<file path="src/rtl/fft_pkg.sv">
// Shared widths and helpers for the DFT datapath stages.
package fft_pkg;

  localparam int IDX_W = 12;

  typedef logic [IDX_W-1:0] idx_t;

  // Shortest transform the index logic supports; shorter requests are raised to this.
  localparam idx_t N_MIN = idx_t'(2);

  // A length of 0 or 1 makes no sense for a modulo counter, so it is clamped to N_MIN.
  function automatic idx_t clamp_n(input idx_t n);
    return (n < N_MIN) ? N_MIN : n;
  endfunction

endpackage

</file>
<file path="src/rtl/dft_index_counter_if.sv">
// Control/index bundle between the DFT control FSM (master) and the index counter (slave).
// Control inputs are plain levels sampled on clk when ce=1; there is no valid/ready
// handshake. The FSM owns ce/clear_n/enables/sample_num, the counter owns the index and
// done outputs. n_r_dbg exposes the latched transform length for observation.
interface dft_index_counter_if;
  import fft_pkg::*;

  logic ce;
  logic clear_n;
  logic count_n_en;
  logic count_k_en;
  idx_t sample_num;

  idx_t n_idx;
  idx_t k_idx;
  idx_t tw_idx;
  logic bin_done;
  logic data_to_cache_loaded;
  logic calc_end;
  idx_t n_r_dbg;

  modport master (
    output ce, clear_n, count_n_en, count_k_en, sample_num,
    input  n_idx, k_idx, tw_idx, bin_done, data_to_cache_loaded, calc_end, n_r_dbg
  );

  modport slave (
    input  ce, clear_n, count_n_en, count_k_en, sample_num,
    output n_idx, k_idx, tw_idx, bin_done, data_to_cache_loaded, calc_end, n_r_dbg
  );

endinterface

</file>
<file path="src/rtl/mod_n_add.sv">
// Combinational (a + b) mod n for operands already below n.
// The sum is formed one bit wider so a + b never wraps before the compare.
module mod_n_add #(
  parameter int W = fft_pkg::IDX_W
) (
  input  logic [W-1:0] a,
  input  logic [W-1:0] b,
  input  logic [W-1:0] n,
  output logic [W-1:0] sum
);

  logic [W:0] s_wide;
  logic [W:0] s_sub;

  // Single conditional subtract is enough because a + b < 2n.
  always_comb begin
    s_wide = {1'b0, a} + {1'b0, b};
    s_sub  = s_wide - {1'b0, n};
    sum    = (s_wide >= {1'b0, n}) ? s_sub[W-1:0] : s_wide[W-1:0];
  end

endmodule

</file>
<file path="src/rtl/dft_index_counter.sv">
// Sample index n, bin index k and twiddle index (n*k mod N) generator for the DFT.
// tw is tracked incrementally (tw += k each step, reset on n wrap) so no multiplier
// is needed and tw stays aligned with n/k in the same cycle.
module dft_index_counter
  import fft_pkg::*;
(
  input  logic                clk,
  input  logic                nrst,
  dft_index_counter_if.slave  bus
);

  idx_t n_q,  n_d;
  idx_t k_q,  k_d;
  idx_t tw_q, tw_d;
  idx_t n_r_q, n_r_d;
  logic bin_done_q, bin_done_d;
  logic loaded_q,   loaded_d;
  logic calc_end_q, calc_end_d;

  idx_t n_last;
  idx_t tw_sum;
  logic frozen;
  logic last_n;
  logic last_k;
  logic step;

  mod_n_add #(.W(IDX_W)) u_tw_add (
    .a   (tw_q),
    .b   (k_q),
    .n   (n_r_q),
    .sum (tw_sum)
  );

  // Next-state: length latch, clear, counter step and the done flags.
  always_comb begin
    n_d        = n_q;
    k_d        = k_q;
    tw_d       = tw_q;
    n_r_d      = n_r_q;
    bin_done_d = bin_done_q;
    loaded_d   = loaded_q;
    calc_end_d = calc_end_q;

    n_last = n_r_q - idx_t'(1);
    frozen = loaded_q | calc_end_q;
    last_n = (n_q == n_last);
    last_k = (k_q == n_last);
    step   = bus.count_n_en && !frozen;

    if (bus.ce) begin
      // Length only follows sample_num while idle or clearing, so it is stable mid-pass.
      if (!bus.count_n_en || !bus.clear_n) begin
        n_r_d = clamp_n(bus.sample_num);
      end

      if (!bus.clear_n) begin
        n_d        = '0;
        k_d        = '0;
        tw_d       = '0;
        bin_done_d = 1'b0;
        loaded_d   = 1'b0;
        calc_end_d = 1'b0;
      end else begin
        bin_done_d = 1'b0;
        if (step) begin
          n_d  = last_n ? '0 : n_q + idx_t'(1);
          tw_d = last_n ? '0 : tw_sum;
          if (last_n) begin
            if (bus.count_k_en) begin
              k_d        = last_k ? '0 : k_q + idx_t'(1);
              bin_done_d = 1'b1;
              if (last_k) calc_end_d = 1'b1;
            end else begin
              loaded_d = 1'b1;
            end
          end
        end
        // Done levels drop only once the FSM has withdrawn the matching enable.
        if (!bus.count_n_en) loaded_d   = 1'b0;
        if (!bus.count_k_en) calc_end_d = 1'b0;
      end
    end
  end

  // State register with synchronous active-low reset.
  always_ff @(posedge clk) begin
    if (!nrst) begin
      n_q        <= '0;
      k_q        <= '0;
      tw_q       <= '0;
      n_r_q      <= N_MIN;
      bin_done_q <= 1'b0;
      loaded_q   <= 1'b0;
      calc_end_q <= 1'b0;
    end else begin
      n_q        <= n_d;
      k_q        <= k_d;
      tw_q       <= tw_d;
      n_r_q      <= n_r_d;
      bin_done_q <= bin_done_d;
      loaded_q   <= loaded_d;
      calc_end_q <= calc_end_d;
    end
  end

  assign bus.n_idx                = n_q;
  assign bus.k_idx                = k_q;
  assign bus.tw_idx               = tw_q;
  assign bus.bin_done             = bin_done_q;
  assign bus.data_to_cache_loaded = loaded_q;
  assign bus.calc_end             = calc_end_q;
  assign bus.n_r_dbg              = n_r_q;

endmodule
</file>
<file path="src/flat_wrapper.sv">
// flat-port wrapper written by rule: the top's interface ports become plain ports
module dft_index_counter_flat import fft_pkg::*;
  (clk, nrst, bus_ce, bus_clear_n, bus_count_n_en, bus_count_k_en, bus_sample_num, bus_n_idx, bus_k_idx, bus_tw_idx, bus_bin_done, bus_data_to_cache_loaded, bus_calc_end, bus_n_r_dbg);
  dft_index_counter_if bus_i ();
  input  logic clk;
  input  logic nrst;
  input wire logic [$bits(bus_i.ce)-1:0] bus_ce;
  input wire logic [$bits(bus_i.clear_n)-1:0] bus_clear_n;
  input wire logic [$bits(bus_i.count_n_en)-1:0] bus_count_n_en;
  input wire logic [$bits(bus_i.count_k_en)-1:0] bus_count_k_en;
  input wire logic [$bits(bus_i.sample_num)-1:0] bus_sample_num;
  output wire logic [$bits(bus_i.n_idx)-1:0] bus_n_idx;
  output wire logic [$bits(bus_i.k_idx)-1:0] bus_k_idx;
  output wire logic [$bits(bus_i.tw_idx)-1:0] bus_tw_idx;
  output wire logic [$bits(bus_i.bin_done)-1:0] bus_bin_done;
  output wire logic [$bits(bus_i.data_to_cache_loaded)-1:0] bus_data_to_cache_loaded;
  output wire logic [$bits(bus_i.calc_end)-1:0] bus_calc_end;
  output wire logic [$bits(bus_i.n_r_dbg)-1:0] bus_n_r_dbg;
  assign bus_i.ce = bus_ce;
  assign bus_i.clear_n = bus_clear_n;
  assign bus_i.count_n_en = bus_count_n_en;
  assign bus_i.count_k_en = bus_count_k_en;
  assign bus_i.sample_num = bus_sample_num;
  assign bus_n_idx = bus_i.n_idx;
  assign bus_k_idx = bus_i.k_idx;
  assign bus_tw_idx = bus_i.tw_idx;
  assign bus_bin_done = bus_i.bin_done;
  assign bus_data_to_cache_loaded = bus_i.data_to_cache_loaded;
  assign bus_calc_end = bus_i.calc_end;
  assign bus_n_r_dbg = bus_i.n_r_dbg;
  dft_index_counter u_core (.clk(clk), .nrst(nrst), .bus(bus_i));
endmodule
</file>
<file path="config.mk">
export PLATFORM = sky130hd
export DESIGN_NAME = dft_index_counter_flat
export DESIGN_NICKNAME = d
export VERILOG_FILES = /design/src/rtl/fft_pkg.sv /design/src/rtl/dft_index_counter_if.sv /design/src/rtl/mod_n_add.sv /design/src/rtl/dft_index_counter.sv /design/src/flat_wrapper.sv
export SDC_FILE = /design/constraint.sdc
export NUM_CORES = 1
export LEC_CHECK = 0
export ABC_AREA = 1
export CAP_MARGIN = 20
export CORE_UTILIZATION = 40
export CTS_BUF_LIST = sky130_fd_sc_hd__clkbuf_16
export CTS_CLUSTER_DIAMETER = 50
export DETAILED_ROUTE_END_ITERATION = 8
export GPL_TIMING_DRIVEN = 0
export HOLD_SLACK_MARGIN = 0.08
export PLACE_DENSITY = 0.75
export RECOVER_POWER = 100
export SYNTH_ARGS = -nofsm -noshare
export SYNTH_HDL_FRONTEND = slang
export SYNTH_SLANG_ARGS = --single-unit
</file>
<file path="constraint.sdc">
create_clock -name clk -period 3.3 [get_ports clk]
set_clock_uncertainty 0.2 [all_clocks]
set_input_delay 0.33 -clock clk [delete_from_list [all_inputs] [get_ports clk]]
set_output_delay 0.33 -clock clk [all_outputs]
set_load 0.05 [all_outputs]
</file>
==> flow_summary.ini, run 1 <==
[sta]
setup_tns_ns = -1.39
layout_min_cycle_time_ns = 3.46
slew_headroom_pct = 49.3
min_period_over_period_pct = 105
worstMarginPinSlew_ns = 0.760
rsz0062_at_grt = true
fin_ws_ns = -0.162
final-max-slew-violation-count = 0
max_freq_mhz = 289
finalHoldViolCount = 0
setup_viol = 12
whs_ns = 0.272

[setup_path]
end_kind = flip-flop
start_kind = flip-flop
required_ns = 3.26
critPathKind = reg2reg
worstPathMaxFanout = 5
cp.arrival_ns = 3.42

[power_and_ir_drop]
p_per_area_nw_per_um2 = 481
combinationalPowerShare_pct = 55.1
seq_power_share_pct = 25.6
clockPowerShare_pct = 19.3
p_leak_uw = 0.00258
switching_share_pct = 43.7
vdd_drop_max_mv = 0.355
p_int_uw = 1590
switching_power_uw = 1240
power_uw = 2830

[floorplan]
die-height_um = 108
rows = 38
coreArea_um2 = 10800
initial_core_util_pct = 41.1
die_x_um = 108
ios = 69
die_area_um2 = 11600

[synthesis]
ys_ff_latch = 51
synth_area_leader_cell = dfxtp_1
syn_inst = 707
ys.warnings.count = 0
synth_top_cell_area_share_pct = 22.9
yosys-top-cells-area = dfxtp_1 (23%), nand2_1 (16%), nand3_1 (10%)
syn_avg_cell_area_um2 = 6.31
ys_types = 38
synth_nets = 754
ys_seq_area_share_pct = 22.9
mappedNetlistArea_um2 = 4460

[global_route]
grt_first_pass_wirelength_um = 22200
grt_max_degree = 17
met1_usage_pct = 31.3
grt.busiest_layer = met2
gr-usage-met3_pct = 3.33
grtUsageTotal_pct = 24.8
grtUsageMet2_pct = 41.8
antenna_found_initial = 0
grt_overflow_total = 0
grt_pass1_vias = 4691

[run_status]
violations = negative setup slack
status = complete, but fails checks

[cts]
cts_buffer_depth = 2
numCtsBuffers = 5
cts_root_buffer = clkbuf_16
tritoncts = done
clk_pin_slew_ns = 0.07
clkLatencyLatePin_ns = 0.30
clock-sinks = 51
ctsHoldBuffers = 0
htreeDepth = 2

[placed_design]
port_buffers = 68
dp_hpwl_um = 10800
place.gp.congestion = 0.930

[run]
drv_cap = 0

[route]
vias_per_cell = 5.30
drc_errors = 0
antenna_left = 0
wirelength_um = 14300
wl_per_cell_um = 15.2
via_count = 4957
drt_iter0_drc = 272
dr.pass1.iters = 5

[layout]
finalNetCount = 842
antennaDiodeCount = 0
finish.utilization_pct = 54.2
drive_gt1_share_pct = 15.7
fill_cells = 1089
area_delta_synth_final_pct = 31.8

[worst_hold_path]
min_path_type = reg2reg
[state kept, by name, summed over array words and instances, names as in the netlist]
name,flops
u_core.bus.bin_done,1
u_core.bus.calc_end,1
u_core.bus.data_to_cache_loaded,1
u_core.bus.k_idx,12
u_core.bus.n_idx,12
u_core.bus.n_r_dbg,12
u_core.bus.tw_idx,12
[Yosys cell counts, drive strengths merged]
cell	n
nand3	99
clkbuf	8
xor2	24
inv	76
fa	2
o22ai	1
a21boi	1
nor3	8
or2	4
o21bai	3
nor2	83
nand3b	11
buf	8
xnor2	7
nand2	193
a21oi	52
o211ai	1
o21ai	33
nor4	4
clkinv	1
dfxtp	51
ha	27
a31oi	4
nand4	4
a21o	2
[stage by stage]
stage	setup WS, ns	std cells	instance area (um2)
global route	-0.269	936	5880
global placement	-0.317	915	5370
detailed placement	-0.331	915	5370
floorplan	0.00195	707	4510
finish	-0.162	936	5880
CTS	-0.0485	930	5670
[worst max-delay path, cell delays in order (launching register included)]
cell and delay, ns:
dfxtp_4 0.38, ha_4 0.17, fa_2 0.36, nand3_2 0.09, nand3_4 0.11, nand2_4 0.09
nand2_4 0.07, a21o_1 0.19, xor2_2 0.18, inv_2 0.07, ha_4 0.30, nand3_4 0.08
nor3_2 0.12, nand3_1 0.09, nand2_1 0.07, inv_1 0.04, nand2_1 0.06, nand2_2 0.09
nand2_4 0.09, buf_4 0.15, clkbuf_16 0.14, nand2_1 0.05, nand2_1 0.09, a21oi_1 0.06
[path summary, 6_finish.rpt]
kind | slack, ns | from | cells after the start | to
setup reg to reg | -0.16 | u_core.bus.k_idx[0]$_SDFFE_PN0P_ | 23 | u_core.bus.tw_idx[8]$_SDFFE_PN0P_
hold reg to reg | 0.27 | u_core.bus.bin_done$_SDFFE_PN0P_ | 2 | u_core.bus.bin_done$_SDFFE_PN0P_
setup / recovery | -0.16 | u_core.bus.k_idx[0]$_SDFFE_PN0P_ | 23 | u_core.bus.tw_idx[8]$_SDFFE_PN0P_
hold / removal | 0.27 | u_core.bus.bin_done$_SDFFE_PN0P_ | 2 | u_core.bus.bin_done$_SDFFE_PN0P_
[timing repair]
item	CTS	global route
setup endpoints to repair	12	12
cloned	1	1
gates resized for setup	24	30
setup buffers	6	5
pin swaps	17	13
[final cells by class]
type	count	area, um2	share of cell area (%)
multi-input cells	563	3300	56.2
flip-flops and latches	51	1050	17.8
repair buffers	81	803	13.7
inverters	77	292	4.96
well taps	140	175	2.98
clock buffers	5	125	2.13
plain buffers	16	110	1.87
clock inverters	3	20.0	0.341
[cells in the final DEF (no fill, tap or decap), drive strengths merged]
cell type | Yosys | routed
nand2 | 193 | 193
nand3 | 99 | 99
nor2 | 83 | 83
inv | 76 | 76
a21oi | 52 | 52
dlygate4sd3 | 0 | 51
dfxtp | 51 | 51
o21ai | 33 | 33
ha | 27 | 27
xor2 | 24 | 24
buf | 8 | 21
clkdlybuf4s50 | 0 | 17
clkbuf | 8 | 13
nand3b | 11 | 11
nor3 | 8 | 8
xnor2 | 7 | 7
nand4 | 4 | 4
nor4 | 4 | 4
a31oi | 4 | 4
or2 | 4 | 4
o21bai | 3 | 3
clkinv | 1 | 3
a21o | 2 | 2
fa | 2 | 2
o22ai | 1 | 1
o211ai | 1 | 1
a21boi | 1 | 1
clkinvlp | 0 | 1
[cells by family (layout without fill, tap and decap cells)]
kind of cell | Yosys count | after routing | synth area share, %
flops | 51 | 51 | 22.9
xor+xnor | 31 | 31 | 6.09
compound gates | 97 | 97 | 12.1
simple gates | 406 | 406 | 41.8
fa+ha+maj | 29 | 29 | 8.47
buf+inv | 93 | 182 | 8.61
[power groups by stage]
stage               Clock, uW  Sequential [uW]  Combinational [uW]
detailed placement          0              737                1200
global route              566              731                1690
CTS                       547              723                1350
finish                    545              724                1560
floorplan                   0              852                 790
global placement            0              738                1200
[metal layers]
layer | vias up | share of wire (%)
met5 | - | 0
met1 | 2272 | 43
met2 | 165 | 48
met4 | 0 | 3.1
met3 | 31 | 6.1
li1 | 2489 | -
Power figures use the tool's default switching activity.
==> run 2, diff against run 1 <==
MAX_ROUTING_LAYER = met4   (was unset)
==> run 2 against run 1 <==
The run still ends with negative setup slack left; sequential cell count unchanged; clock-buffer cell count unchanged; hold slack got worse by 0.0022 ns; first-iteration DRC count increased by 28%; clock power increased by 12%; critical path type unchanged.
==> flow_summary.ini, run 2 (synthesis gave the netlist of run 1 again) <==
[run_status]
status = complete, but fails checks
violations = negative setup slack

[sta]
min_period_over_period_pct = 103
layout_min_cycle_time_ns = 3.40
finalHoldViolCount = 0
setup_tns_ns = -0.704
max_freq_mhz = 294
final-max-slew-violation-count = 0
rsz0062_at_grt = true
worstMarginPinSlew_ns = 0.772
fin_ws_ns = -0.101
whs_ns = 0.270
setup_viol = 12
slew_headroom_pct = 48.5

[route]
drt_iter0_drc = 349
via_count = 5020
dr.pass1.iters = 5
wl_per_cell_um = 15.3
vias_per_cell = 5.34
antenna_left = 0
wirelength_um = 14400
drc_errors = 0

[cts]
clk_pin_slew_ns = 0.08
numCtsBuffers = 5
clkLatencyLatePin_ns = 0.30
htreeDepth = 2
cts_root_buffer = clkbuf_16
tritoncts = done
ctsHoldBuffers = 0
clock-sinks = 51
cts_buffer_depth = 2

[setup_path]
end_kind = flip-flop
path_cells = ha_4 > fa_2 > nand3_2 > nand3_4 > nand2_4 > nand2_4 > a21o_1 > xor2_2 > inv_2 > ha_4 > nand3_2 > nor3_2 > nand3_1 > nand2_1 > inv_1 > nand2_1 > nand2_2 > nand2_4 > buf_6 > nor2_1 > nor2_1 > nand2_1 > a21oi_1
worst_r2r_endpoint = u_core.bus.tw_idx[6]$_SDFFE_PN0P_
cp.arrival_ns = 3.43
r2r_cells = 23
critPathKind = reg2reg
path_buf_inv = 3
cp-startpoint = u_core.bus.k_idx[0]$_SDFFE_PN0P_
cp_top_family = simple AND/OR/NAND/NOR gates
critPathMaxStageDelay_ns = 0.37
start_kind = flip-flop
rrSetupSlack_ns = -0.10
required_ns = 3.32
worstPathMaxFanout = 5
timing.rr.start = u_core.bus.k_idx[0]$_SDFFE_PN0P_
slowest_stage = dfxtp_4

[layout]
stdcell_area_um2 = 5830
fin_cells = 940
layout_common_cells = nand2_1 (179), nand3_1 (84), inv_1 (71), nor2_1 (70), dlygate4sd3_1 (51)
antennaDiodeCount = 0
finalNetCount = 846
area_delta_synth_final_pct = 30.6
layout_commonest_cell = nand2_1
drive_gt1_share_pct = 15.0

[placed_design]
dp_hpwl_um = 10900
dp.cells = 915
place.gp.congestion = 0.935
pre_cts_ws_ns = -0.326
port_buffers = 68
placed_area_um2 = 5370

[floorplan]
initial_core_util_pct = 41.1
ios = 69
rows = 38
die_x_um = 108
coreArea_um2 = 10800
die_area_um2 = 11600
die-height_um = 108

[run]
drv_cap = 0

[worst_hold_path]
holdPathEnd = u_core.bus.bin_done$_SDFFE_PN0P_
worstHoldStart = u_core.bus.bin_done$_SDFFE_PN0P_
min_path_type = reg2reg
whs_path_depth = 2

[global_route]
grt_pass1_vias = 4694
grt_max_degree = 17
grtUsageTotal_pct = 26.0
antenna_found_initial = 0
grt_overflow_total = 0
grt_first_pass_wirelength_um = 22700

[power_and_ir_drop]
p_per_area_nw_per_um2 = 480
p_leak_uw = 0.00260
vdd_drop_max_mv = 0.485
run 2: cell types whose count changed in the layout (fill, tap and decap cells not counted), sizes merged:
cell	delta
bufinv	+1
clkinv	-2
clkinvlp	-1
clkbuf	+2
buf	+2
inv	+2
run 2: per-layer routing:
layer  vias to the layer above  global-route usage [%]  routed length (um)
met1                      2289                    31.6                6030
met5                         -                       -                   0
met3                        46                    3.69                1010
met2                       175                    42.5                6830
li1                       2510                       -                   -
met4                         0                    11.7                 515
run 2: stage by stage:
| step | util (%) | power [uW] |
|---|---|---|
| finish | 53.7 | 2800 |
| CTS | 52.6 | 2710 |
| global route | 53.7 | 2960 |
| floorplan | - | 1640 |
| detailed placement | 49.5 | 1950 |
| global placement | 49.5 | 1940 |
run 2: report_power, final:
group	internal, uW	total (uW)	switching, uW
Clock	357	612	255
Combinational	587	1460	874
Sequential	657	723	66.2
Total	1600	2800	1200
run 2: final cells by class:
cell class	instances	area (um2)
clock inverter	3	40.0
clock buffer	5	125
tap	140	175
timing repair buffer	85	812
fill	1073	5010
multi-input combinational	563	3240
sequential	51	1050
inverter	77	289
buffer	16	93.8
run 2: timing repair:
action | CTS | global route
cloned | 1 | 0
resized for setup | 19 | 28
setup endpoints to repair | 12 | 12
pin swaps | 18 | 22
buffers inserted | 12 | 5
run 2: tightest hold or removal path, stage by stage, from the launching register on:
cell and delay [ns]:
dfxtp_1 0.31, nand2_1 0.06, a21oi_1 0.06
run 2: how the worst max path moves through the flow:
stage                                               to  slack, ns  cells past startpoint
finish               u_core.bus.tw_idx[6]$_SDFFE_PN0P_      -0.10                     23
floorplan           u_core.bus.tw_idx[11]$_SDFFE_PN0P_      0.002                     19
global placement     u_core.bus.tw_idx[9]$_SDFFE_PN0P_      -0.32                     20
CTS                  u_core.bus.tw_idx[5]$_SDFFE_PN0P_      -0.06                     22
detailed placement   u_core.bus.tw_idx[9]$_SDFFE_PN0P_      -0.33                     20
global route         u_core.bus.tw_idx[7]$_SDFFE_PN0P_      -0.34                     22
==> run 3, diff against run 2 <==
SLEW_MARGIN = 10   (was unset)
==> results of run 3 <==
No change in the layout: final DEF, timing and power equal those of run 2.
